**config.mk**
```make
export PLATFORM = sky130hd
export DESIGN_NAME = l2_way_select
export DESIGN_NICKNAME = d
export VERILOG_FILES = /design/src/rtl/hpu_pkg.sv /design/src/rtl/l2_way_penc.sv /design/src/rtl/l2_way_select.sv
export SDC_FILE = /design/constraint.sdc
export NUM_CORES = 1
export LEC_CHECK = 0
export CAP_MARGIN = 20
export CORE_ASPECT_RATIO = 1.4
export CORE_MARGIN = 3
export CORE_UTILIZATION = 35
export CTS_CLUSTER_SIZE = 28
export DETAILED_ROUTE_END_ITERATION = 16
export HOLD_SLACK_MARGIN = 0.15
export PLACE_DENSITY = 0.63
export SLEW_MARGIN = 0
export SYNTH_ARGS = -nofsm -noshare
export SYNTH_HDL_FRONTEND = slang
export SYNTH_HIERARCHICAL = 1
export SYNTH_SLANG_ARGS = --single-unit
```
**constraint.sdc**
```tcl
create_clock -name clk_i -period 2.15 [get_ports clk_i]
set_input_delay 0.43 -clock clk_i [delete_from_list [all_inputs] [get_ports clk_i]]
set_output_delay 0.43 -clock clk_i [all_outputs]
set_load 0.005 [all_outputs]
```
**src/rtl/hpu_pkg.sv**
```systemverilog
// Shared definitions for the L2 allocation-stage blocks.
//   waysel_state_e : way-select FSM states
//   L2_WAY_WTH     : default way-number width
//   L2_WAY_NUM     : default number of ways
//   l2_way_t       : way number at the default width
package hpu_pkg;

  localparam int unsigned L2_WAY_WTH = 2;
  localparam int unsigned L2_WAY_NUM = 1 << L2_WAY_WTH;

  typedef logic [L2_WAY_WTH-1:0] l2_way_t;

  typedef enum logic [1:0] {
    IDLE,
    DECIDE,
    WB,
    RESP
  } waysel_state_e;

endpackage

```
**src/rtl/l2_way_penc.sv**
```systemverilog
// Lowest-index priority encoder.
//   vec_i : request vector, bit 0 has highest priority
//   idx_o : index of the lowest set bit (0 when none set)
//   any_o : at least one bit of vec_i is set
module l2_way_penc
  import hpu_pkg::*;
#(
  parameter  int unsigned IDX_WTH = L2_WAY_WTH,
  localparam int unsigned VEC_WTH = 1 << IDX_WTH
) (
  input  logic [VEC_WTH-1:0] vec_i,
  output logic [IDX_WTH-1:0] idx_o,
  output logic               any_o
);

  logic found;

  always_comb begin
    idx_o = '0;
    found = 1'b0;
    for (int unsigned i = 0; i < VEC_WTH; i++) begin
      if (vec_i[i] && !found) begin
        idx_o = IDX_WTH'(i);
        found = 1'b1;
      end
    end
    any_o = found;
  end

endmodule

```
**src/rtl/l2_way_select.sv**
```systemverilog
// L2 allocation stage: picks the target way for a lookup (hit way, first
// invalid way, or pseudo-LRU victim), requests a writeback for a dirty
// victim, returns the decision and pulses the LRU update once per request.
//   clk_i / rst_i          : clock, asynchronous active-low reset
//   req_*                  : lookup request (index + hit/valid/dirty vectors)
//   lru_rindex_o / lru_vtm_way_i : LRU victim lookup (same-cycle reply)
//   lru_update_o / lru_windex_o / lru_cur_way_o : LRU update strobe
//   wb_req_o / wb_index_o / wb_way_o / wb_ack_i : dirty-victim writeback
//   rsp_*                  : decision (hit flag, way, index)
// Optional: define L2_WAYSEL_MHIT_CHK_EN to add the sticky multi-hit flag
// err_mhit_o and a one-hot-or-zero check on the hit vector.
module l2_way_select
  import hpu_pkg::*;
#(
  parameter  int unsigned INDEX_WTH = 3,
  parameter  int unsigned WAY_WTH   = L2_WAY_WTH,
  localparam int unsigned WAY_NUM   = 1 << WAY_WTH
) (
  input  logic                 clk_i,
  input  logic                 rst_i,
  input  logic                 req_vld_i,
  output logic                 req_rdy_o,
  input  logic [INDEX_WTH-1:0] req_index_i,
  input  logic [WAY_NUM-1:0]   way_hit_i,
  input  logic [WAY_NUM-1:0]   way_vld_i,
  input  logic [WAY_NUM-1:0]   way_dirty_i,
  output logic [INDEX_WTH-1:0] lru_rindex_o,
  input  logic [WAY_WTH-1:0]   lru_vtm_way_i,
  output logic                 lru_update_o,
  output logic [INDEX_WTH-1:0] lru_windex_o,
  output logic [WAY_WTH-1:0]   lru_cur_way_o,
  output logic                 wb_req_o,
  output logic [INDEX_WTH-1:0] wb_index_o,
  output logic [WAY_WTH-1:0]   wb_way_o,
  input  logic                 wb_ack_i,
  output logic                 rsp_vld_o,
  input  logic                 rsp_rdy_i,
  output logic                 rsp_hit_o,
  output logic [WAY_WTH-1:0]   rsp_way_o,
`ifdef L2_WAYSEL_MHIT_CHK_EN
  output logic                 err_mhit_o,
`endif
  output logic [INDEX_WTH-1:0] rsp_index_o
);

  waysel_state_e state_q, state_d;

  logic [INDEX_WTH-1:0] index_q;
  logic [WAY_NUM-1:0]   hit_q, vld_q, dirty_q;
  logic [WAY_WTH-1:0]   way_q, way_d;
  logic                 sel_hit_q, sel_hit_d;
  logic                 upd_q;

  logic [WAY_WTH-1:0]   hit_idx, inv_idx;
  logic                 hit_any, inv_any;
  logic                 vtm_dirty;

  l2_way_penc #(.IDX_WTH(WAY_WTH)) u_hit_penc (
    .vec_i (hit_q),
    .idx_o (hit_idx),
    .any_o (hit_any)
  );

  l2_way_penc #(.IDX_WTH(WAY_WTH)) u_inv_penc (
    .vec_i (~vld_q),
    .idx_o (inv_idx),
    .any_o (inv_any)
  );

  // Way selection; a writeback is only needed when allocating over a line
  // that is both valid and dirty.
  always_comb begin
    way_d     = lru_vtm_way_i;
    sel_hit_d = 1'b0;
    if (hit_any) begin
      way_d     = hit_idx;
      sel_hit_d = 1'b1;
    end else if (inv_any) begin
      way_d = inv_idx;
    end
    vtm_dirty = !hit_any && vld_q[way_d] && dirty_q[way_d];
  end

  always_ff @(posedge clk_i or negedge rst_i) begin
    if (!rst_i) state_q <= IDLE;
    else        state_q <= state_d;
  end

  always_comb begin
    state_d = state_q;
    case (state_q)
      IDLE:    if (req_vld_i) state_d = DECIDE;
      DECIDE:  state_d = vtm_dirty ? WB : RESP;
      WB:      if (wb_ack_i)  state_d = RESP;
      RESP:    if (rsp_rdy_i) state_d = IDLE;
      default: state_d = IDLE;
    endcase
  end

  always_comb begin
    req_rdy_o     = (state_q == IDLE);
    wb_req_o      = (state_q == WB);
    rsp_vld_o     = (state_q == RESP);
    lru_rindex_o  = index_q;
    lru_update_o  = upd_q;
    lru_windex_o  = index_q;
    lru_cur_way_o = way_q;
    wb_index_o    = index_q;
    wb_way_o      = way_q;
    rsp_hit_o     = sel_hit_q;
    rsp_way_o     = way_q;
    rsp_index_o   = index_q;
  end

  always_ff @(posedge clk_i or negedge rst_i) begin
    if (!rst_i) begin
      index_q   <= '0;
      hit_q     <= '0;
      vld_q     <= '0;
      dirty_q   <= '0;
      way_q     <= '0;
      sel_hit_q <= 1'b0;
      upd_q     <= 1'b0;
    end else begin
      if (state_q == IDLE && req_vld_i) begin
        index_q <= req_index_i;
        hit_q   <= way_hit_i;
        vld_q   <= way_vld_i;
        dirty_q <= way_dirty_i;
      end
      if (state_q == DECIDE) begin
        way_q     <= way_d;
        sel_hit_q <= sel_hit_d;
      end
      // Registered so the strobe lands exactly on the first RESP cycle.
      upd_q <= (state_q != RESP) && (state_d == RESP);
    end
  end

`ifdef L2_WAYSEL_MHIT_CHK_EN
  logic err_mhit_q;

  always_ff @(posedge clk_i or negedge rst_i) begin
    if (!rst_i) begin
      err_mhit_q <= 1'b0;
    end else if (state_q == DECIDE && ((hit_q & (hit_q - WAY_NUM'(1))) != '0)) begin
      err_mhit_q <= 1'b1;
    end
  end

  assign err_mhit_o = err_mhit_q;

  a_hit_onehot0 : assert property (@(posedge clk_i) disable iff (!rst_i)
    (state_q == DECIDE) |-> $onehot0(hit_q))
    else $warning("l2_way_select: multiple way hits at index %0d", index_q);
`endif

endmodule

```
-- Word-level counts from Yosys, hierarchy flattened
Index checks and enable logic that the tools add are counted.
- $add $sub $neg: 0
- multiply operators: 0
- divide/modulo/power cells: 0
- magnitude comparators: 1
- equality and inequality tests: 5
- shift operators: 0
- muxes and demuxes: 26
- bitwise gates (word level): 1
- reduce and logical (&&, ||, !) cells: 18
- operators by type and width (operator ; number):
    2-bit two-way mux ; 9
    1-bit two-way mux ; 14
    1-bit logical AND ; 10
    2-bit one-hot mux with 4 select lines ; 1
    1-bit zero test ; 7
    2-bit equality test (second input constant) ; 3
    1-bit binary-select mux with 2-bit select ; 2
    4-bit inverter ; 1
    2-bit by 3-bit < comparator with 1-bit output (second input constant) ; 1
    2-bit by 1-bit equality test with 1-bit output (second input constant) ; 1
    2-bit zero test ; 1
    2-bit != test (second input constant) ; 1
- bits in registers: 21
- latch bits: 0
- RAM bits: 0
- ROM bits: 0
- input port bits: 22
- output and inout port bits: 23
- word-level logic and storage cells: 59
- memories: 0

-- Longest topological paths before layout
Gate-level depths: netlist of the first run.
- word-level depth: 21
- mapped depth: 7
- gate-level depth less buffers: 7

-- Hierarchy
Netlist of the first run, hierarchy kept.
- modules (own cells, without submodules) (module ; instances ; cells each ; area each (sq um) ; sequential area each (sq um)):
    l2_way_select ; 1 ; 99 ; 1102.3 ; 525.5
    l2_way_penc ; 2 ; 7 ; 35.0 ; 0.0

-- Least setup slack after synthesis of the first run
No wires, ideal clock.
- kind: reg2reg
- from: register vld_q[0]
- to: register upd_q, in the netlist lru_update_o
- setup time: 0.094 ns
- arrival time: 1.412 ns
- required time: 2.056 ns
- path slack: 0.644 ns
- stages on the path, launching flop included: 8
- buffers on the path: 0
- clock period less this slack: 1.506 ns
- cells stage by stage: dfrtp_1 inv_1 nor2_1 nand2_1 mux2_4 o2111ai_1 a21oi_1 a211oi_1
- cells in the longest elaborated chain, start to end: 21
- elaborated cells on any way between the ends: 26
- classes of those cells: eq/ne: 1; mux: 15; bitwise: 1; reduce/logical: 9
- ends and longest elaborated chain (item ; RTL line ; RTL):
    start, declared ; l2_way_select.sv:49 ; logic [WAY_NUM-1:0] hit_q, vld_q, dirty_q;
    start signal, assigned ; l2_way_select.sv:128 ; vld_q <= way_vld_i;
    4-bit inverter (*) ; l2_way_select.sv:65 ; .vec_i (~vld_q),
    1-bit two-way mux (*) ; l2_way_penc.sv:22 ; if (vec_i[i] && !found) begin
    1-bit zero test ; l2_way_penc.sv:22 ;
    1-bit logical AND ; l2_way_penc.sv:22 ;
    1-bit two-way mux (*) ; l2_way_penc.sv:22 ;
    1-bit zero test ; l2_way_penc.sv:22 ;
    1-bit logical AND ; l2_way_penc.sv:22 ;
    1-bit two-way mux (*) ; l2_way_penc.sv:22 ;
    [... 3 more ...] ; - ;
    named net inv_any ; l2_way_select.sv:55 ; logic hit_any, inv_any;
    [... 2 more ...] ; - ;
    1-bit binary-select mux with 2-bit select ; l2_way_select.sv:81 ; vtm_dirty = !hit_any && vld_q[way_d] && dirty_q[way_d];
    1-bit two-way mux (implied by the code) ; l2_way_select.sv:81 ;
    1-bit logical AND ; l2_way_select.sv:81 ;
    1-bit logical AND (*) ; l2_way_select.sv:81 ;
    1-bit two-way mux (*) ; l2_way_select.sv:93 ; DECIDE: state_d = vtm_dirty ? WB : RESP;
    2-bit one-hot mux with 4 select lines (*) ; l2_way_select.sv:91 ; case (state_q)
    2-bit equality test (*) ; l2_way_select.sv:136 ; upd_q <= (state_q != RESP) && (state_d == RESP);
    1-bit logical AND (*) ; l2_way_select.sv:136 ;
    end signal, assigned ; l2_way_select.sv:136 ;
    end, declared ; l2_way_select.sv:52 ; logic upd_q;
The timed path passes the listed nets; every way through them passes the cells marked *. The select of a mux whose other input is x is not followed.
A chain may end at the register's enable or synchronous reset.

-- Final worst setup path of the first run
- from: register state_q[1]
- to: output rsp_vld_o
- cells in the longest elaborated chain, start to end: 1
- ends and longest elaborated chain (item ; RTL line ; RTL):
    start, declared ; l2_way_select.sv:46 ; waysel_state_e state_q, state_d;
    start signal, assigned ; l2_way_select.sv:86 ; else state_q <= state_d;
    2-bit equality test ; l2_way_select.sv:103 ; rsp_vld_o = (state_q == RESP);
    end, declared ; l2_way_select.sv:36 ; output logic rsp_vld_o,
No other way between the ends.

==> impl_metrics.env, run 1 <==
export IMPL_run_status="complete, no violations"
export IMPL_final_min_clock_period_ns=1.898
export IMPL_cp_arrival_ns=1.47
export IMPL_avgSynthCellArea_sq_um=10.37
export IMPL_grt_setup_unrepaired="no"
export IMPL_detail_route_antenna_nets=0
export IMPL_area_growth_pct=35.33
export IMPL_clk_latency_ns=0.26
export IMPL_htreeDepth=1
export IMPL_wl_per_cell_um=13.17
export IMPL_hpwl_um=1893
export IMPL_row_count=24
export IMPL_place_congestion=0.7974
export IMPL_layout_commonest_cell="clkdlybuf4s50_1"
export IMPL_syn_num_nets=135
export IMPL_layout_common_cells="clkdlybuf4s50_1 (44), dfrtp_1 (21), nand2_1 (12)"
export IMPL_routed_wirelength_um=2436
export IMPL_grt_ovfl_total=0
export IMPL_powerDensity_mw_per_mm2=1325
export IMPL_grt_start_max_net_pins=22
export IMPL_endpoint_kind="output pin"
export IMPL_die_h_um=74.48
export IMPL_drive_gt1_frac=0.1575
export IMPL_ys_ff_latch=21
export IMPL_grt_pass1_vias=980
export IMPL_die_area_sq_mm=0.004090
export IMPL_initial_core_util=0.3718
export IMPL_grtUsageTotal=0.1345
export IMPL_core_area_sq_mm=0.003153
export IMPL_yosys_warnings=6
export IMPL_crit_type="reg2out"
export IMPL_cts_hold_buffers=0
export IMPL_cts_resized_gates=0
export IMPL_vias=896
export IMPL_nets=169
export IMPL_tritoncts="done"
export IMPL_io_buffers=44
export IMPL_synth_yosys_seq_area_share=0.4482
export IMPL_n_antenna_cell=0
export IMPL_ioPinCount=45
export IMPL_drc=0
export IMPL_die_w_um=54.92
export IMPL_max_freq_mhz=526.9
export IMPL_period_share=0.8828
export IMPL_tns_ns=0
export IMPL_netlist_instances=113
export IMPL_final_max_slew_viol_count=0
export IMPL_cts_inserted_buffers=3
export IMPL_cp_required_ns=1.72
export IMPL_fin_worst_skew_ns=0.009391
export IMPL_grt_pass1_wl_um=4084
export IMPL_hold_path_class="in2async"
export IMPL_hold_viol=0
export IMPL_netlist_area_sq_mm=0.001172
export IMPL_max_slew_margin=0.7824
export IMPL_cts_setup_buffers=0
export IMPL_critPathMaxFanout=8
export IMPL_firstDrtPassIters=4
export IMPL_startpoint_type="flip-flop"
export IMPL_fillers=300
export IMPL_antenna_found_initial=0
export IMPL_cts_sinks=21
export IMPL_tightest_slew_ns=0.3255
export IMPL_clock_path_buffers=2
export IMPL_cellLeakagePower_nw=0.6389
export IMPL_peakVddDrop_mv=0.6610
export IMPL_viasPerCell=4.843
export IMPL_power_total_mw=2.101
export IMPL_max_cap_viol_count=0
export IMPL_ys_types=29
export IMPL_cts_root_buf="clkbuf_8"
export IMPL_drt_initial_drc_count=27
export IMPL_finalSetupViolCount=0
export IMPL_clk_pin_slew_ns=0.08
-- sequential cells by signal, summed over array words and instances, names as in the netlist --
register,flops
dirty_q,4
hit_q,4
lru_cur_way_o,2
lru_rindex_o,3
lru_update_o,1
rsp_hit_o,1
state_q,2
vld_q,4
-- metrics by stage --
stage,utilization,cell area (sq um),instances,setup slack [ns],hold slack [ns]
2_1_floorplan,-,1172,113,0.6437,0.1344
3_3_place_gp,0.4889,1541,181,0.4105,0.4945
3_5_place_dp,0.4889,1541,181,0.3504,0.4980
4_1_cts,0.5032,1587,185,0.2486,0.5138
5_1_grt,0.5032,1587,185,0.1830,0.5263
6_report,0.5032,1587,185,0.2521,0.4958
-- worst max-delay path, stage by stage, from the launching register on --
cell	delay (ns)
dfrtp_1	0.48
and2_1	0.22
clkdlybuf4s50_1	0.51
-- worst paths after layout --
| path | start | to | slack (ns) | depth (start not counted) |
|---|---|---|---|---|
| max in group asynchronous | rst_i | rsp_hit_o | 1.43 | 2 |
| worst max-delay path | state_q[1] | rsp_vld_o | 0.25 | 2 |
| worst min register to register | rsp_hit_o | rsp_hit_o | 0.51 | 1 |
| worst max register to register | vld_q[2] | lru_update_o | 0.43 | 7 |
| min in group clk_i | rsp_hit_o | rsp_hit_o | 0.51 | 1 |
| worst min-delay path | rst_i | vld_q[3] | 0.50 | 2 |
-- power by group --
part / switching [mW] / internal, mW / leakage (nW)
registers: 0.169 / 0.585 / 0.250
logic: 0.419 / 0.669 / 0.366
clock network: 0.128 / 0.132 / 0.0228
-- synth_stat cells --
cell	count	area, sq um
nand2b_1	4	25.02
a211oi_1	1	7.510
buf_4	13	97.59
mux2_4	3	45.04
o2111ai_1	2	17.52
and2_1	2	12.51
dfrtp_1	21	525.5
and2_4	1	8.760
nor3_1	2	10.01
o21a_1	1	7.510
nor2_2	1	6.260
nand3b_1	5	37.54
o2bb2ai_1	1	8.760
inv_1	6	22.52
a21oi_1	3	15.01
nand2_1	12	45.04
clkbuf_1	1	3.750
mux2_2	11	123.9
o21ai_0	8	40.04
nand3_1	1	5.000
buf_8	1	15.01
nor2b_1	1	6.260
a31oi_1	1	6.260
or3b_2	1	8.760
mux2i_1	1	10.01
buf_6	1	11.26
o22a_1	2	17.52
nor2_1	4	15.01
a21oi_2	2	17.52
-- cell type report --
class	count	area (sq um)	area share
timing repair buffer	45	447.9	0.2823
multi-input combinational	70	496.7	0.3131
clock buffer	4	45.04	0.02839
inverter	6	22.52	0.01420
sequential	21	525.5	0.3312
tap	39	48.80	0.03076
-- cells by family (layout without fill, tap and decap cells) --
kind of cell | after synthesis | in the layout | synth area share
compound gates | 21 | 21 | 0.1174
flops | 21 | 21 | 0.4482
simple gates | 34 | 34 | 0.1537
mux | 15 | 15 | 0.1526
buf+inv | 22 | 55 | 0.1281
-- per-layer routing --
| layer | vias up | share of wire | global-route usage |
|---|---|---|---|
| met5 | - | 0 | 0 |
| met4 | 0 | 0.0082 | 0.04865 |
| met3 | 2 | 0.045 | 0.01403 |
| met2 | 25 | 0.56 | 0.2605 |
| met1 | 431 | 0.39 | 0.1418 |
| li1 | 438 | - | - |
(Power assumes the default switching activity.)
==> run 2, diff against run 1 <==
PLACE_DENSITY = 0.66   (was 0.63)
==> run 2 against run 1 <==
  * Critical path depth unchanged
  * Via count is 0.11% higher
  * Fmax increased by 2.5%
  * Final cell count is the same
  * Sequential share of layout area unchanged
  * First-iteration DRC count shrank 33%
==> impl_metrics.env, run 2 (synthesis gave the netlist of run 1 again) <==
export IMPL_run_status="complete, no violations"
export IMPL_ioPinCount=45
export IMPL_die_w_um=54.92
export IMPL_drive_gt1_frac=0.1575
export IMPL_crit_type="reg2out"
export IMPL_drt_initial_drc_count=18
export IMPL_powerDensity_mw_per_mm2=1311
export IMPL_max_slew_margin=0.7888
export IMPL_grt_setup_unrepaired="no"
export IMPL_route_top_layer_used="met4"
export IMPL_wl_met2_um=1121
export IMPL_fin_cells=185
export IMPL_crit_family="buffers and inverters"
export IMPL_antenna_found_initial=0
export IMPL_hpwl_um=1769
export IMPL_core_area_sq_mm=0.003153
export IMPL_cts_hold_buffers=0
export IMPL_netSwitchingFraction=0.3332
export IMPL_post_place_ws_ns=0.3823
export IMPL_cp_required_ns=1.72
export IMPL_viasPerCell=4.849
export IMPL_tightest_slew_ns=0.3160
export IMPL_hold_path_class="in2async"
export IMPL_n_antenna_cell=0
export IMPL_place_area_sq_mm=0.001541
export IMPL_max_stage_delay_ns=0.51
export IMPL_vias=897
export IMPL_p_comb_frac=0.518
export IMPL_htreeDepth=1
export IMPL_die_area_sq_mm=0.004090
export IMPL_max_freq_mhz=540.0
export IMPL_layout_common_cells="clkdlybuf4s50_1 (44), dfrtp_1 (21), nand2_1 (12)"
export IMPL_final_min_clock_period_ns=1.852
export IMPL_path_cells="and2_1, clkdlybuf4s50_1"
export IMPL_firstDrtPassIters=4
export IMPL_met1_length_um=930
export IMPL_r2r_slack_ns=0.48
export IMPL_final_max_slew_viol_count=0
export IMPL_critPathMaxFanout=8
export IMPL_tritoncts="done"
export IMPL_worst_hold_slack_ns=0.5041
export IMPL_routed_wirelength_um=2236
export IMPL_fin_ws_ns=0.2983
export IMPL_initial_core_util=0.3718
export IMPL_layout_commonest_cell="clkdlybuf4s50_1"
export IMPL_grt_pass1_wl_um=3877
export IMPL_power_total_mw=2.080
export IMPL_finalSetupViolCount=0
export IMPL_intPower_mw=1.387
export IMPL_cts_root_buf="clkbuf_8"
export IMPL_clkPwrFrac=0.121
export IMPL_tns_ns=0
export IMPL_clk_latency_ns=0.26
export IMPL_place_congestion=0.7334
export IMPL_crit_slowest_cell="clkdlybuf4s50_1"
export IMPL_io_buffers=44
export IMPL_fin_worst_skew_ns=0.004563
export IMPL_cp_num_buf_inv=1
export IMPL_final_util=0.5032
export IMPL_r2r_cells=7
export IMPL_r2r_end="lru_update_o"
export IMPL_hold_viol=0
export IMPL_max_cap_viol_count=0
export IMPL_cts_resized_gates=0
export IMPL_clock_path_buffers=2
export IMPL_area_growth_pct=35.33
export IMPL_timing_rr_start="vld_q[2]"
export IMPL_wl_per_cell_um=12.09
export IMPL_endpoint_kind="output pin"
export IMPL_p_seq_frac=0.361
export IMPL_cellLeakagePower_nw=0.6389
export IMPL_startpoint_type="flip-flop"
export IMPL_nets=169
export IMPL_cp_arrival_ns=1.42
export IMPL_drc=0
export IMPL_grt_pass1_vias=910
export IMPL_detail_route_antenna_nets=0
export IMPL_wl_met3_um=145
export IMPL_grtUsageTotal=0.1301
export IMPL_row_count=24
export IMPL_cts_inserted_buffers=3
export IMPL_power_switching_mw=0.6930
export IMPL_cts_sinks=21
export IMPL_top_regs="dirty_q x4, hit_q x4, vld_q x4"
export IMPL_period_share=0.8613
export IMPL_fillers=317
export IMPL_die_h_um=74.48
export IMPL_peakVddDrop_mv=0.6776
export IMPL_clk_pin_slew_ns=0.07
export IMPL_postLayoutCellArea_sq_mm=0.001587
export IMPL_grt_start_max_net_pins=22
export IMPL_grt_ovfl_total=0
export IMPL_placed_cells=181
export IMPL_cts_setup_buffers=0
[run 2: how the worst max path moves through the flow]
stage / endpoint / from / cells past startpoint
floorplan: lru_update_o / vld_q[0] / 7
global placement: lru_update_o / lru_vtm_way_i[1] / 5
detailed placement: lru_update_o / lru_vtm_way_i[0] / 5
CTS: rsp_vld_o / state_q[1] / 2
global route: rsp_vld_o / state_q[1] / 2
finish: rsp_vld_o / state_q[1] / 2
[run 2: metal layers]
| metal | up-vias | global-route usage |
|---|---|---|
| li1 | 445 | - |
| met1 | 415 | 0.1588 |
| met2 | 32 | 0.2197 |
| met3 | 5 | 0.02204 |
| met4 | 0 | 0.05676 |
| met5 | - | 0 |
[run 2: area by class of cell]
type                    instances  area, sq um  share of cell area
well taps                      39        48.80             0.03076
multi-input cells              70        496.7              0.3131
inverters                       6        22.52             0.01420
clock buffers                   4        45.04             0.02839
flip-flops and latches         21        525.5              0.3312
repair buffers                 45        447.9              0.2823
[run 2: power by group through the flow]
stage,registers [mW],logic (mW),clock network (mW)
global placement,0.753,1.07,0
finish,0.752,1.08,0.251
detailed placement,0.763,1.09,0
floorplan,0.730,0.731,0
CTS,0.757,1.09,0.260
global route,0.797,1.19,0.275
